### src/rtl/mm_pkg.sv
// Shared Mastermind definitions: code geometry, scorer state encoding and peg/count helpers.
package mm_pkg;

  localparam int PEGS    = 4;
  localparam int COLOR_W = 3;
  localparam int COLORS  = 1 << COLOR_W;
  localparam int CODE_W  = PEGS * COLOR_W;
  localparam int CNT_W   = 3;

  localparam logic [CNT_W-1:0]   PEGS_CNT   = 3'd4;
  localparam logic [COLOR_W-1:0] LAST_PEG   = 3'd3;
  localparam logic [COLOR_W-1:0] LAST_COLOR = 3'd7;

  typedef enum logic [1:0] {
    IDLE  = 2'd0,
    PEG   = 2'd1,
    COLOR = 2'd2
  } state_e;

  // Peg i lives at bits [COLOR_W*i +: COLOR_W]; the history store uses the same packing.
  function automatic logic [COLOR_W-1:0] peg_slice(input logic [CODE_W-1:0] code,
                                                   input logic [1:0]        idx);
    peg_slice = code[COLOR_W*idx +: COLOR_W];
  endfunction

  function automatic logic [CNT_W-1:0] min_cnt(input logic [CNT_W-1:0] a,
                                               input logic [CNT_W-1:0] b);
    if (a < b) begin
      min_cnt = a;
    end else begin
      min_cnt = b;
    end
  endfunction

endpackage

### src/rtl/guess_scorer.sv
// Iterative Mastermind scorer: exact hits one peg per cycle, then partial hits one colour per cycle.
// Owns the sticky game-over flags win and lose.
module guess_scorer
  import mm_pkg::*;
(
  input  logic              clk,
  input  logic              reset,
  input  logic              start,
  input  logic [CODE_W-1:0] guess,
  input  logic [CODE_W-1:0] secret,
  input  logic              last_turn,
  output logic              busy,
  output logic              done,
  output logic [2:0]        exact,
  output logic [2:0]        partial,
  output logic              win,
  output logic              lose
);

  state_e              state_r;
  state_e              state_s;
  logic [CODE_W-1:0]   guess_r;
  logic [CODE_W-1:0]   secret_r;
  logic                last_turn_r;
  logic [COLOR_W-1:0]  idx_r;
  logic [CNT_W-1:0]    exact_acc_r;
  logic [CNT_W-1:0]    partial_acc_r;
  logic [CNT_W-1:0]    g_hist_r [COLORS];
  logic [CNT_W-1:0]    s_hist_r [COLORS];
  logic                busy_r;
  logic                done_r;
  logic [CNT_W-1:0]    exact_r;
  logic [CNT_W-1:0]    partial_r;
  logic                win_r;
  logic                lose_r;

  logic                start_ok_s;
  logic [COLOR_W-1:0]  g_peg_s;
  logic [COLOR_W-1:0]  s_peg_s;
  logic [CNT_W-1:0]    partial_next_s;

  // Next-state logic and per-cycle datapath terms.
  always_comb begin
    state_s        = state_r;
    start_ok_s     = start & ~win_r & ~lose_r;
    g_peg_s        = peg_slice(guess_r, idx_r[1:0]);
    s_peg_s        = peg_slice(secret_r, idx_r[1:0]);
    partial_next_s = partial_acc_r + min_cnt(g_hist_r[idx_r], s_hist_r[idx_r]);
    case (state_r)
      IDLE: begin
        if (start_ok_s) begin
          state_s = PEG;
        end else begin
          state_s = IDLE;
        end
      end
      PEG: begin
        if (idx_r == LAST_PEG) begin
          state_s = COLOR;
        end else begin
          state_s = PEG;
        end
      end
      COLOR: begin
        if (idx_r == LAST_COLOR) begin
          state_s = IDLE;
        end else begin
          state_s = COLOR;
        end
      end
      default: state_s = IDLE;
    endcase
  end

  // State register.
  always_ff @(posedge clk) begin
    if (reset) begin
      state_r <= IDLE;
    end else begin
      state_r <= state_s;
    end
  end

  // Latched operands, accumulators, histograms and registered outputs.
  always_ff @(posedge clk) begin
    if (reset) begin
      guess_r       <= {CODE_W{1'b0}};
      secret_r      <= {CODE_W{1'b0}};
      last_turn_r   <= 1'b0;
      idx_r         <= 3'd0;
      exact_acc_r   <= 3'd0;
      partial_acc_r <= 3'd0;
      busy_r        <= 1'b0;
      done_r        <= 1'b0;
      exact_r       <= 3'd0;
      partial_r     <= 3'd0;
      win_r         <= 1'b0;
      lose_r        <= 1'b0;
      for (int c = 0; c < COLORS; c++) begin
        g_hist_r[c] <= 3'd0;
        s_hist_r[c] <= 3'd0;
      end
    end else begin
      done_r <= 1'b0;
      case (state_r)
        IDLE: begin
          if (start_ok_s) begin
            guess_r       <= guess;
            secret_r      <= secret;
            last_turn_r   <= last_turn;
            idx_r         <= 3'd0;
            exact_acc_r   <= 3'd0;
            partial_acc_r <= 3'd0;
            busy_r        <= 1'b1;
            for (int c = 0; c < COLORS; c++) begin
              g_hist_r[c] <= 3'd0;
              s_hist_r[c] <= 3'd0;
            end
          end
        end
        PEG: begin
          // Only non-matching pegs feed the histograms, so partials exclude exact hits.
          if (g_peg_s == s_peg_s) begin
            exact_acc_r <= exact_acc_r + 3'd1;
          end else begin
            g_hist_r[g_peg_s] <= g_hist_r[g_peg_s] + 3'd1;
            s_hist_r[s_peg_s] <= s_hist_r[s_peg_s] + 3'd1;
          end
          if (idx_r == LAST_PEG) begin
            idx_r <= 3'd0;
          end else begin
            idx_r <= idx_r + 3'd1;
          end
        end
        COLOR: begin
          partial_acc_r <= partial_next_s;
          idx_r         <= idx_r + 3'd1;
          if (idx_r == LAST_COLOR) begin
            exact_r   <= exact_acc_r;
            partial_r <= partial_next_s;
            done_r    <= 1'b1;
            busy_r    <= 1'b0;
            if (exact_acc_r == PEGS_CNT) begin
              win_r <= 1'b1;
            end else if (last_turn_r) begin
              lose_r <= 1'b1;
            end
          end
        end
        default: ;
      endcase
    end
  end

  assign busy    = busy_r;
  assign done    = done_r;
  assign exact   = exact_r;
  assign partial = partial_r;
  assign win     = win_r;
  assign lose    = lose_r;

endmodule

### config.mk
export PLATFORM = sky130hd
export DESIGN_NAME = guess_scorer
export DESIGN_NICKNAME = d
export VERILOG_FILES = /design/src/rtl/mm_pkg.sv /design/src/rtl/guess_scorer.sv
export SDC_FILE = /design/constraint.sdc
export NUM_CORES = 1
export LEC_CHECK = 0
export ABC_AREA = 1
export CAP_MARGIN = 10
export CELL_PAD_IN_SITES_DETAIL_PLACEMENT = 1
export CELL_PAD_IN_SITES_GLOBAL_PLACEMENT = 1
export CORE_ASPECT_RATIO = 1.25
export CORE_UTILIZATION = 45
export DETAILED_ROUTE_END_ITERATION = 16
export PLACE_DENSITY = 0.78
export SYNTH_ARGS = -nofsm -noshare
export SYNTH_HDL_FRONTEND = slang
export SYNTH_SLANG_ARGS = --single-unit
### constraint.sdc
create_clock -name clk -period 3.55 [get_ports clk]
set_input_delay 0.355 -clock clk [delete_from_list [all_inputs] [get_ports clk]]
set_output_delay 0.355 -clock clk [all_outputs]
set_load 0.005 [all_outputs]
==> run_results.csv, run 1 <==
group,metric,value,unit
placement,placed_cells,881,
cts,clockBufferDepth,2,
routing,vias_per_cell,5.48,
floorplan,die_h,126,um
worst_setup_path,critical_path_peak_fanout,14,
sta,finalSetupViolCount,0,
synthesis,synth_cell_types,35,
routing,wl,15300,um
routing,wl_per_cell,17.1,um
floorplan,fp.dieW,101,um
synthesis,netlist_instances,698,
layout,fillerInstances,1495,
synthesis,synth.cell_area,5550,sq um
worst_setup_path,cp-end-kind,"flop",
power,total_power,0.00302,W
sta,skew,0.0134,ns
synthesis,synth-seq-cells,97,
grt,grt_pass1_wl,24800,um
sta,rsz0062_at_grt,"no",
cts,path_clk_slew,0.07,ns
job,maxCapViolCount,0,
sta,post-route-period-util,91.0,%
synthesis,yosys.area.top_type,"edfxtp_1",
power,power_density,478,nW/um^2
layout,layout-drive-gt1-share,13.0,%
layout,stdcell_count,897,
synthesis,synth.net_count,743,
routing,firstDrtPassIters,4,
routing,route.vias.total,4913,
placement,gp_congestion,0.817,
power,ir_drop,0.000241,V
worst_setup_path,arrival,3.51,ns
worst_setup_path,path_class,"flop to flop",
sta,hold_violations,0,
worst_setup_path,worstRegToRegCells,16,
floorplan,start_util,45.9,%
floorplan,rows,45,
layout,register_area,2420,sq um
grt,grt_max_degree,34,
placement,dpl.hpwl,11600,um
synthesis,synth_warnings,0,
worst_setup_path,required,3.82,ns
grt,antenna_found_initial,0,
sta,drv_slew,0,
synthesis,ys_async_sr_fraction,0,%
min_path,hold_depth,2,
routing,dr.first_iter.drc_count,186,
cts,cts_tree,"built",
grt,grt.total_usage,25.5,%
sta,fin_tns_setup,0,ns
synthesis,avgSynthCellArea,7.96,sq um
synthesis,yosysSeqAreaShare,43.6,%
sta,tightest_slew,0.663,ns
sta,fmax,309,MHz
cts,cts_sinks,97,
routing,drc,0,
power,leakagePower,2.61,nW
cts,cts_setup_buffers,0,
min_path,hp-class,"flop to flop",
layout,antennaDiodeCount,0,
layout,utilization,52.1,%
sta,hold_ws,0.468,ns
floorplan,pin_count,38,
status,status,"finished, final reports clean",
synthesis,yosys_most_used_dff,"dfxtp_1",
synthesis,synth_top_cell_area_share,26.0,%
layout,multiInputGateArea,2770,sq um
placement,io_buffers,37,
worst_setup_path,worstSetupStartpointType,"flop",
layout,fin_nets,773,
grt,grt_pass1_vias,5023,
cts,numCtsBuffers,9,
sta,layout_min_cycle_time,3.23,ns
cts,htreeDepth,3,
grt,gr-total-overflow,0,
floorplan,coreArea,12100,sq um
cts,worstSkewPairLatency,0.35,ns
routing,antenna_left,0,
layout,syn_to_final_growth,13.6,%
floorplan,die_area,12800,sq um
synthesis,synth-edff-count,48,
sta,relSlewSlack,55.7,%
cts,cts_root_buf,"clkbuf_16",
synthesis,synthTopCellsByArea,"edfxtp_1 26%, dfxtp_1 18%, nand2_1 14%",
==> cells by family after synthesis <==
kind of cell / share of synthesized area, %
simple gates: 32.4
flops: 43.6
xor+xnor: 0.316
fa+ha+maj: 3.97
buf+inv: 6.53
compound gates: 13.1
==> cells in the mapped netlist (2+ instances only) <==
master and n:
nand2_1 200, a22oi_1 4, nand4_4 10, inv_1 44, clkbuf_1 17, nand2_2 26, dfxtp_1 49, o22ai_1 5
buf_4 4, nor2_1 85, nand4_1 8, a31oi_1 3, buf_2 4, o211ai_1 2, edfxtp_1 48, nand2_4 8
buf_6 3, nand3_1 17, nand3_2 8, a21oi_1 61, inv_2 7, nor3_1 3, o21ai_0 47, xnor2_1 2
ha_1 16, a21oi_2 8
==> final cells by class <==
cell class	instances	area share (%)
clock inverter	5	0.516
inverter	52	3.09
sequential	97	38.4
multi-input combinational	520	43.9
clock buffer	11	3.69
tap	164	3.25
timing repair buffer	48	7.18
==> sequential cells by signal, indices dropped and copies added, names as in the netlist, named ones only <==
name / flops
exact_acc_r: 3
done: 1
idx_r: 3
last_turn_r: 1
busy: 1
guess_r: 12
win: 1
partial: 3
partial_acc_r: 3
s_hist_r: 24
lose: 1
g_hist_r: 24
secret_r: 12
state_r: 2
exact: 3
==> layer usage <==
layer,track usage [%],wire (um),up-vias
met5,0,0,-
met3,3.66,631,37
met4,10.6,451,0
met1,30.8,6390,2395
li1,-,-,2372
met2,44.8,7860,109
==> cell usage in the layout, fill, tap and decap left out, drive strengths merged <==
master         count
a21oi             69
a22oi              4
a31oi              3
a32o               1
buf               11
clkbuf            11
clkdlybuf4s50     37
clkinv             2
clkinvlp           4
dfxtp             49
edfxtp            48
fa                 1
ha                16
inv               51
nand2            234
nand3             26
nand3b             1
nand4             18
nor2              86
nor3               3
o211ai             2
o21a               1
o21ai             48
o22ai              5
xnor2              2
==> report_power, final <==
group          switching (W)  internal (W)  leakage (nW)  total, W
Sequential         0.0000549       0.00125         0.923   0.00130
Combinational       0.000585      0.000234          1.57  0.000819
Clock               0.000422      0.000473         0.118  0.000894
Total                0.00106       0.00196          2.61   0.00302
==> worst max-delay path, stage by stage (launching register included) <==
cell     delay, ns
dfxtp_1       0.51
inv_1         0.12
buf_4         0.20
o21ai_0       0.16
o22ai_1       0.08
nor2_1        0.09
a31oi_1       0.07
ha_1          0.35
a21oi_1       0.25
nand2_1       0.13
nand2_1       0.08
nand2_1       0.11
ha_1          0.21
fa_1          0.39
xnor2_1       0.21
nand2_1       0.07
a21oi_1       0.13
==> per-stage QoR <==
step	worst slack, ns	cell area, sq um
floorplan	0.614	5550
global route	0.0183	6310
CTS	0.232	6310
detailed placement	0.229	6040
global placement	0.507	6040
finish	0.318	6310
==> timing repair <==
item,4_1_cts,5_1_grt
gates resized for setup,0,1
hold buffers,0,0
endpoints found under the setup margin,0,2
==> final timing paths <==
kind / startpoint / endpoint / slack, ns
setup / recovery: flop / partial_acc_r[2] / 0.32
hold / removal: guess_r[2] / guess_r[2] / 0.47
setup reg to reg: flop / partial_acc_r[2] / 0.32
hold reg to reg: guess_r[2] / guess_r[2] / 0.47
Power figures use the tool's default switching activity.
==> inputs of run 2 (changes only) <==
- CORE_ASPECT_RATIO: 1.25 -> not set
==> run 2 against run 1 <==
Worst hold slack improved by 0.0083 ns; final area grew 0.34%; clock skew is 0.0041 ns lower; routed wire length shrank 1.5%; first-iteration DRC count up 23%; combinational power decreased by 3.3%; clock-buffer cell count up 3; die area hardly changed; sequential cell count is the same; cell count decreased by 2.1%; largest cell class unchanged; sequential share of layout area decreased by 0.13 points.
==> run_results.csv, run 2 (synthesis results as in run 1) <==
group,metric,value,unit
layout,final_common_cell,"nand2_1",
power,total_power,0.00312,W
worst_setup_path,worstSetupStartpointType,"flop",
cts,clockBufferDepth,2,
grt,grtUsageMet2,43.6,%
layout,syn_to_final_growth,14.0,%
cts,worstSkewPairLatency,0.35,ns
routing,firstDrtPassIters,4,
worst_setup_path,crit_buf_inv,1,
floorplan,start_util,46.2,%
grt,grt_busiest_layer,"met2",
sta,skew,0.00929,ns
power,intPower,0.00208,W
floorplan,rows,40,
routing,drc,0,
cts,cts_root_buf,"clkbuf_16",
cts,cts_setup_buffers,0,
routing,wl,15100,um
worst_setup_path,crit_family,"adder cells",
job,maxCapViolCount,0,
worst_setup_path,reg2reg_slack,0.35,ns
layout,layout_common_cells,"200 x nand2_1, 85 x nor2_1, 61 x a21oi_1",
layout,final_cell_area,6330,sq um
layout,fillerInstances,1493,
floorplan,die_area,12800,sq um
power,switchingPower,0.00105,W
cts,cts_tree,"built",
power,seqPwrFrac,41.8,%
worst_setup_path,arrival,3.49,ns
min_path,hp-class,"flop to flop",
placement,gp_congestion,0.886,
power,combPwrFrac,25.3,%
sta,rsz0062_at_grt,"no",
sta,fmax,312,MHz
cts,htreeDepth,3,
routing,route.vias.total,4780,
worst_setup_path,crit_slowest_cell,"dfxtp_1",
grt,grt_pass1_wl,24900,um
grt,grt_use_met1,31.4,%
sta,tightest_slew,0.654,ns
routing,wl_per_cell,17.2,um
layout,fin_nets,771,
placement,place_area,6010,sq um
floorplan,pin_count,38,
grt,grt_use_met3,5.30,%
status,status,"finished, final reports clean",
worst_setup_path,worstRegToRegCells,15,
layout,largestRegisters,"g_hist_r: 24 flops, s_hist_r: 24 flops",
cts,cts_sinks,97,
min_path,hold_depth,2,
sta,layout_min_cycle_time,3.20,ns
power,leakagePower,2.64,nW
sta,post-route-period-util,90.2,%
power,ir_drop,0.000285,V
layout,utilization,52.7,%
worst_setup_path,cp-end-kind,"flop",
placement,dpl.hpwl,11100,um
cts,hold_buffers,0,
sta,fin_tns_setup,0,ns
worst_setup_path,path_class,"flop to flop",
grt,gr-total-overflow,0,
cts,numCtsBuffers,9,
worst_setup_path,critPathMostFrequentCell,"nand2_1",
layout,layout-drive-gt1-share,12.9,%
power,clkPwrFrac,32.8,%
min_path,holdCritStartpoint,"secret_r[11]",
layout,antennaDiodeCount,0,
worst_setup_path,r2r_end,"partial_acc_r[2]",
floorplan,fp.dieW,113,um
grt,grt_max_degree,34,
grt,grt.total_usage,25.4,%
routing,dr.first_iter.drc_count,228,
sta,relSlewSlack,56.4,%
worst_setup_path,crit_chain,"inv_1 > o21ai_0 > o22ai_1 > nor2_1 > a31oi_1 > ha_1 > a21oi_1 > nand2_1 > nand2_1 > nand2_1 > ha_1 > fa_1 > xnor2_1 > nand2_1 > a21oi_1",
worst_setup_path,required,3.84,ns
floorplan,die_h,113,um
grt,grt_pass1_vias,4965,
floorplan,coreArea,12000,sq um
worst_setup_path,max_stage_delay,0.61,ns
power,p_sw_share,33.5,%
routing,vias_per_cell,5.44,
min_path,holdPathEnd,"secret_r[11]",
worst_setup_path,cp_num_cells,15,
cts,cts_resized,0,
power,power_density,494,nW/um^2
sta,finalSetupViolCount,0,
routing,antenna_left,0,
cts,path_clk_slew,0.07,ns
sta,drv_slew,0,
placement,io_buffers,37,
worst_setup_path,critical_path_peak_fanout,14,
sta,hold_violations,0,
grt,antenna_found_initial,0,
==> run 2: cell count changes in the layout (fill, tap and decap cells not counted), moves of 2 or more <==
cell / before / now
buf_4: 11 / 9
clkbuf_16: 9 / 11
clkbuf_8: 0 / 2
clkinvlp_4: 3 / 1
inv_4: 0 / 2
==> run 2: routing by layer <==
metal	share of wire [%]	up-vias
li1	-	2364
met5	0	-
met3	3.1	31
met1	46	2313
met4	2.5	0
met2	49	72
==> run 2: how the worst max path moves through the flow <==
stage / from / slack, ns / endpoint
floorplan: flop / 0.61 / partial[2]
detailed placement: flop / 0.33 / partial_acc_r[2]
global placement: flop / 0.53 / partial[2]
global route: flop / 0.03 / partial_acc_r[2]
CTS: flop / 0.30 / partial_acc_r[2]
finish: flop / 0.35 / partial_acc_r[2]
==> run 2: area by class of cell <==
cell class | count | area, sq um | share of cell area, %
inverter | 52 | 199 | 3.14
clock buffer | 14 | 307 | 4.84
sequential | 97 | 2420 | 38.3
tap | 147 | 184 | 2.91
multi-input combinational | 520 | 2770 | 43.7
clock inverter | 2 | 12.5 | 0.198
timing repair buffer | 46 | 438 | 6.92
==> run 2: tightest hold or removal path, stage by stage (launching register included) <==
cell and delay, ns:
dfxtp_1 0.31, nand2_1 0.06, a21oi_1 0.06
==> run 2: per-stage QoR <==
stage | setup WS [ns] | hold WS, ns | instances
floorplan | 0.614 | 0.443 | 698
global placement | 0.527 | 0.456 | 862
detailed placement | 0.335 | 0.463 | 862
CTS | 0.304 | 0.474 | 878
global route | 0.0307 | 0.488 | 878
finish | 0.347 | 0.476 | 878
==> run 2: power groups by stage <==
stage	logic [W]	registers (W)	clock network, W
4_1_cts	0.000799	0.00131	0.00104
2_1_floorplan	0.000601	0.00130	0
5_1_grt	0.000885	0.00131	0.00108
3_3_place_gp	0.000761	0.00133	0
6_report	0.000792	0.00131	0.00102
3_5_place_dp	0.000793	0.00133	0
==> inputs of run 3 (changes only) <==
- SETUP_SLACK_MARGIN: not set -> 0.15
==> run 3 against run 2 <==
Die area unchanged; clock skew about the same; worst hold slack hardly changed; non-clock buffer count unchanged; register-to-register slack improved by 0.11 ns; sequential cell count did not move; sequential power hardly changed; utilization up 0.083 points; largest cell class unchanged.
==> run_results.csv, run 3 (synthesis results as in run 1) <==
group,metric,value,unit
cts,hold_buffers,0,
worst_setup_path,reg2reg_slack,0.46,ns
routing,dr.first_iter.drc_count,200,
routing,vias_per_cell,5.45,
worst_setup_path,arrival,3.38,ns
worst_setup_path,critPathCapture,"partial_acc_r[2]",
sta,drv_slew,0,
worst_setup_path,worstRegToRegCells,16,
worst_setup_path,worstSetupStartpointType,"flop",
cts,worstSkewPairLatency,0.35,ns
layout,final_cell_area,6340,sq um
cts,cts_root_buf,"clkbuf_16",
floorplan,pin_count,38,
grt,grt.total_usage,25.4,%
worst_setup_path,max_stage_delay,0.45,ns
layout,largestRegisters,"g_hist_r: 24 flops, s_hist_r: 24 flops",
floorplan,fp.dieW,113,um
worst_setup_path,r2r_end,"partial_acc_r[2]",
floorplan,die_area,12800,sq um
grt,gr-total-overflow,0,
grt,antenna_found_initial,0,
worst_setup_path,cp-end-kind,"flop",
layout,antennaDiodeCount,0,
cts,cts_sinks,97,
sta,fmax,324,MHz
layout,fin_nets,772,
job,maxCapViolCount,0,
cts,path_clk_slew,0.07,ns
status,status,"finished, final reports clean",
routing,antenna_left,0,
worst_setup_path,crit_chain,"buf_4 > o21ai_0 > o22ai_1 > inv_1 > o21ai_0 > inv_1 > ha_1 > a21oi_1 > nand2_1 > nand2_1 > nand2_1 > ha_1 > fa_1 > xnor2_1 > nand2_1 > a21oi_1",
grt,grt_pass1_vias,4965,
power,ir_drop,0.000284,V
sta,finalSetupViolCount,0,
worst_setup_path,critPathMostFrequentCell,"nand2_1",
sta,post-route-period-util,87.1,%
power,power_density,493,nW/um^2
min_path,hp-class,"flop to flop",
worst_setup_path,crit_slowest_cell,"dfxtp_1",
sta,skew,0.00932,ns
power,leakagePower,2.64,nW
sta,layout_min_cycle_time,3.09,ns
placement,io_buffers,37,
sta,tightest_slew,0.657,ns
routing,drc,0,
layout,layout-drive-gt1-share,13.3,%
layout,fillerInstances,1492,
cts,clockBufferDepth,2,
worst_setup_path,required,3.84,ns
sta,hold_violations,0,
worst_setup_path,critical_path_peak_fanout,19,
sta,relSlewSlack,56.1,%
grt,grt_max_degree,34,
floorplan,die_h,113,um
layout,final_common_cell,"nand2_1",
sta,rsz0062_at_grt,"no",
floorplan,coreArea,12000,sq um
placement,place_area,6010,sq um
routing,firstDrtPassIters,4,
routing,wl_per_cell,17.3,um
floorplan,rows,40,
cts,numCtsBuffers,9,
layout,layout_common_cells,"200 x nand2_1, 85 x nor2_1, 61 x a21oi_1",
routing,wl,15200,um
worst_setup_path,path_class,"flop to flop",
cts,cts_tree,"built",
min_path,holdCritStartpoint,"guess_r[11]",
sta,fin_tns_setup,0,ns
layout,syn_to_final_growth,14.2,%
placement,gp_congestion,0.886,
grt,grt_pass1_wl,24900,um
floorplan,start_util,46.2,%
cts,htreeDepth,3,
placement,dpl.hpwl,11100,um
routing,route.vias.total,4788,
==> run 3: cell count changes in the layout (fill, tap and decap cells not counted), sizes merged <==
| cell | change |
|---|---|
| inv | -1 |
| clkinvlp | +2 |
==> run 3: worst min-delay path by stage <==
stage | to | slack [ns] | cells after the start
after CTS | secret_r[11] | 0.47 | 2
after global routing | guess_r[11] | 0.49 | 2
after detailed placement | secret_r[11] | 0.46 | 2
after global placement | guess_r[10] | 0.46 | 2
final | guess_r[11] | 0.48 | 2
after floorplan | partial_acc_r[0] | 0.44 | 2
==> run 3: cell type report <==
class	instances	area, sq um	share of cell area [%]
multi-input cells	520	2770	43.7
inverters	52	203	3.20
clock inverters	2	12.5	0.197
well taps	147	184	2.90
repair buffers	46	438	6.91
repair inverters	1	5.00	0.0789
clock buffers	14	307	4.84
flip-flops and latches	97	2420	38.2
==> run 3: report_power, final <==
part / switching (W) / total, W / internal (W)
Combinational: 0.000566 / 0.000793 / 0.000227
Sequential: 0.0000590 / 0.00131 / 0.00125
Clock: 0.000422 / 0.00102 / 0.000600
==> run 3: timing repair <==
action / 4_1_cts / 5_1_grt
setup buffers: 0 / 0
resized for setup: 0 / 3
endpoints found under the setup margin: 0 / 4
==> run 3: per-stage QoR <==
step	total power [W]	instances	hold slack, ns	util (%)	setup WS, ns
floorplan	0.00190	698	0.443	-	0.614
detailed placement	0.00212	862	0.463	50.0	0.335
CTS	0.00314	878	0.474	52.7	0.304
finish	0.00313	879	0.476	52.8	0.459
global route	0.00328	879	0.488	52.8	0.157
global placement	0.00209	862	0.456	50.0	0.527
==> run 3: layer usage <==
metal | vias up | share of wire (%) | GRT usage, %
li1 | 2369 | - | -
met1 | 2338 | 46 | 31.4
met2 | 54 | 49 | 43.6
met3 | 27 | 3.2 | 5.30
met4 | 0 | 2.2 | 9.30
met5 | - | 0 | 0
==> run 3: worst max-delay path, delay by kind of cell, from the launching register on <==
family | cells | cell delay (ns)
adder cells (fa/ha/maj) | 3 | 0.78
flip-flops | 1 | 0.45
AND/OR/NAND/NOR | 4 | 0.31
XOR/XNOR | 1 | 0.22
AO/OA/AOI/OAI | 5 | 0.87
buffers and inverters | 3 | 0.39
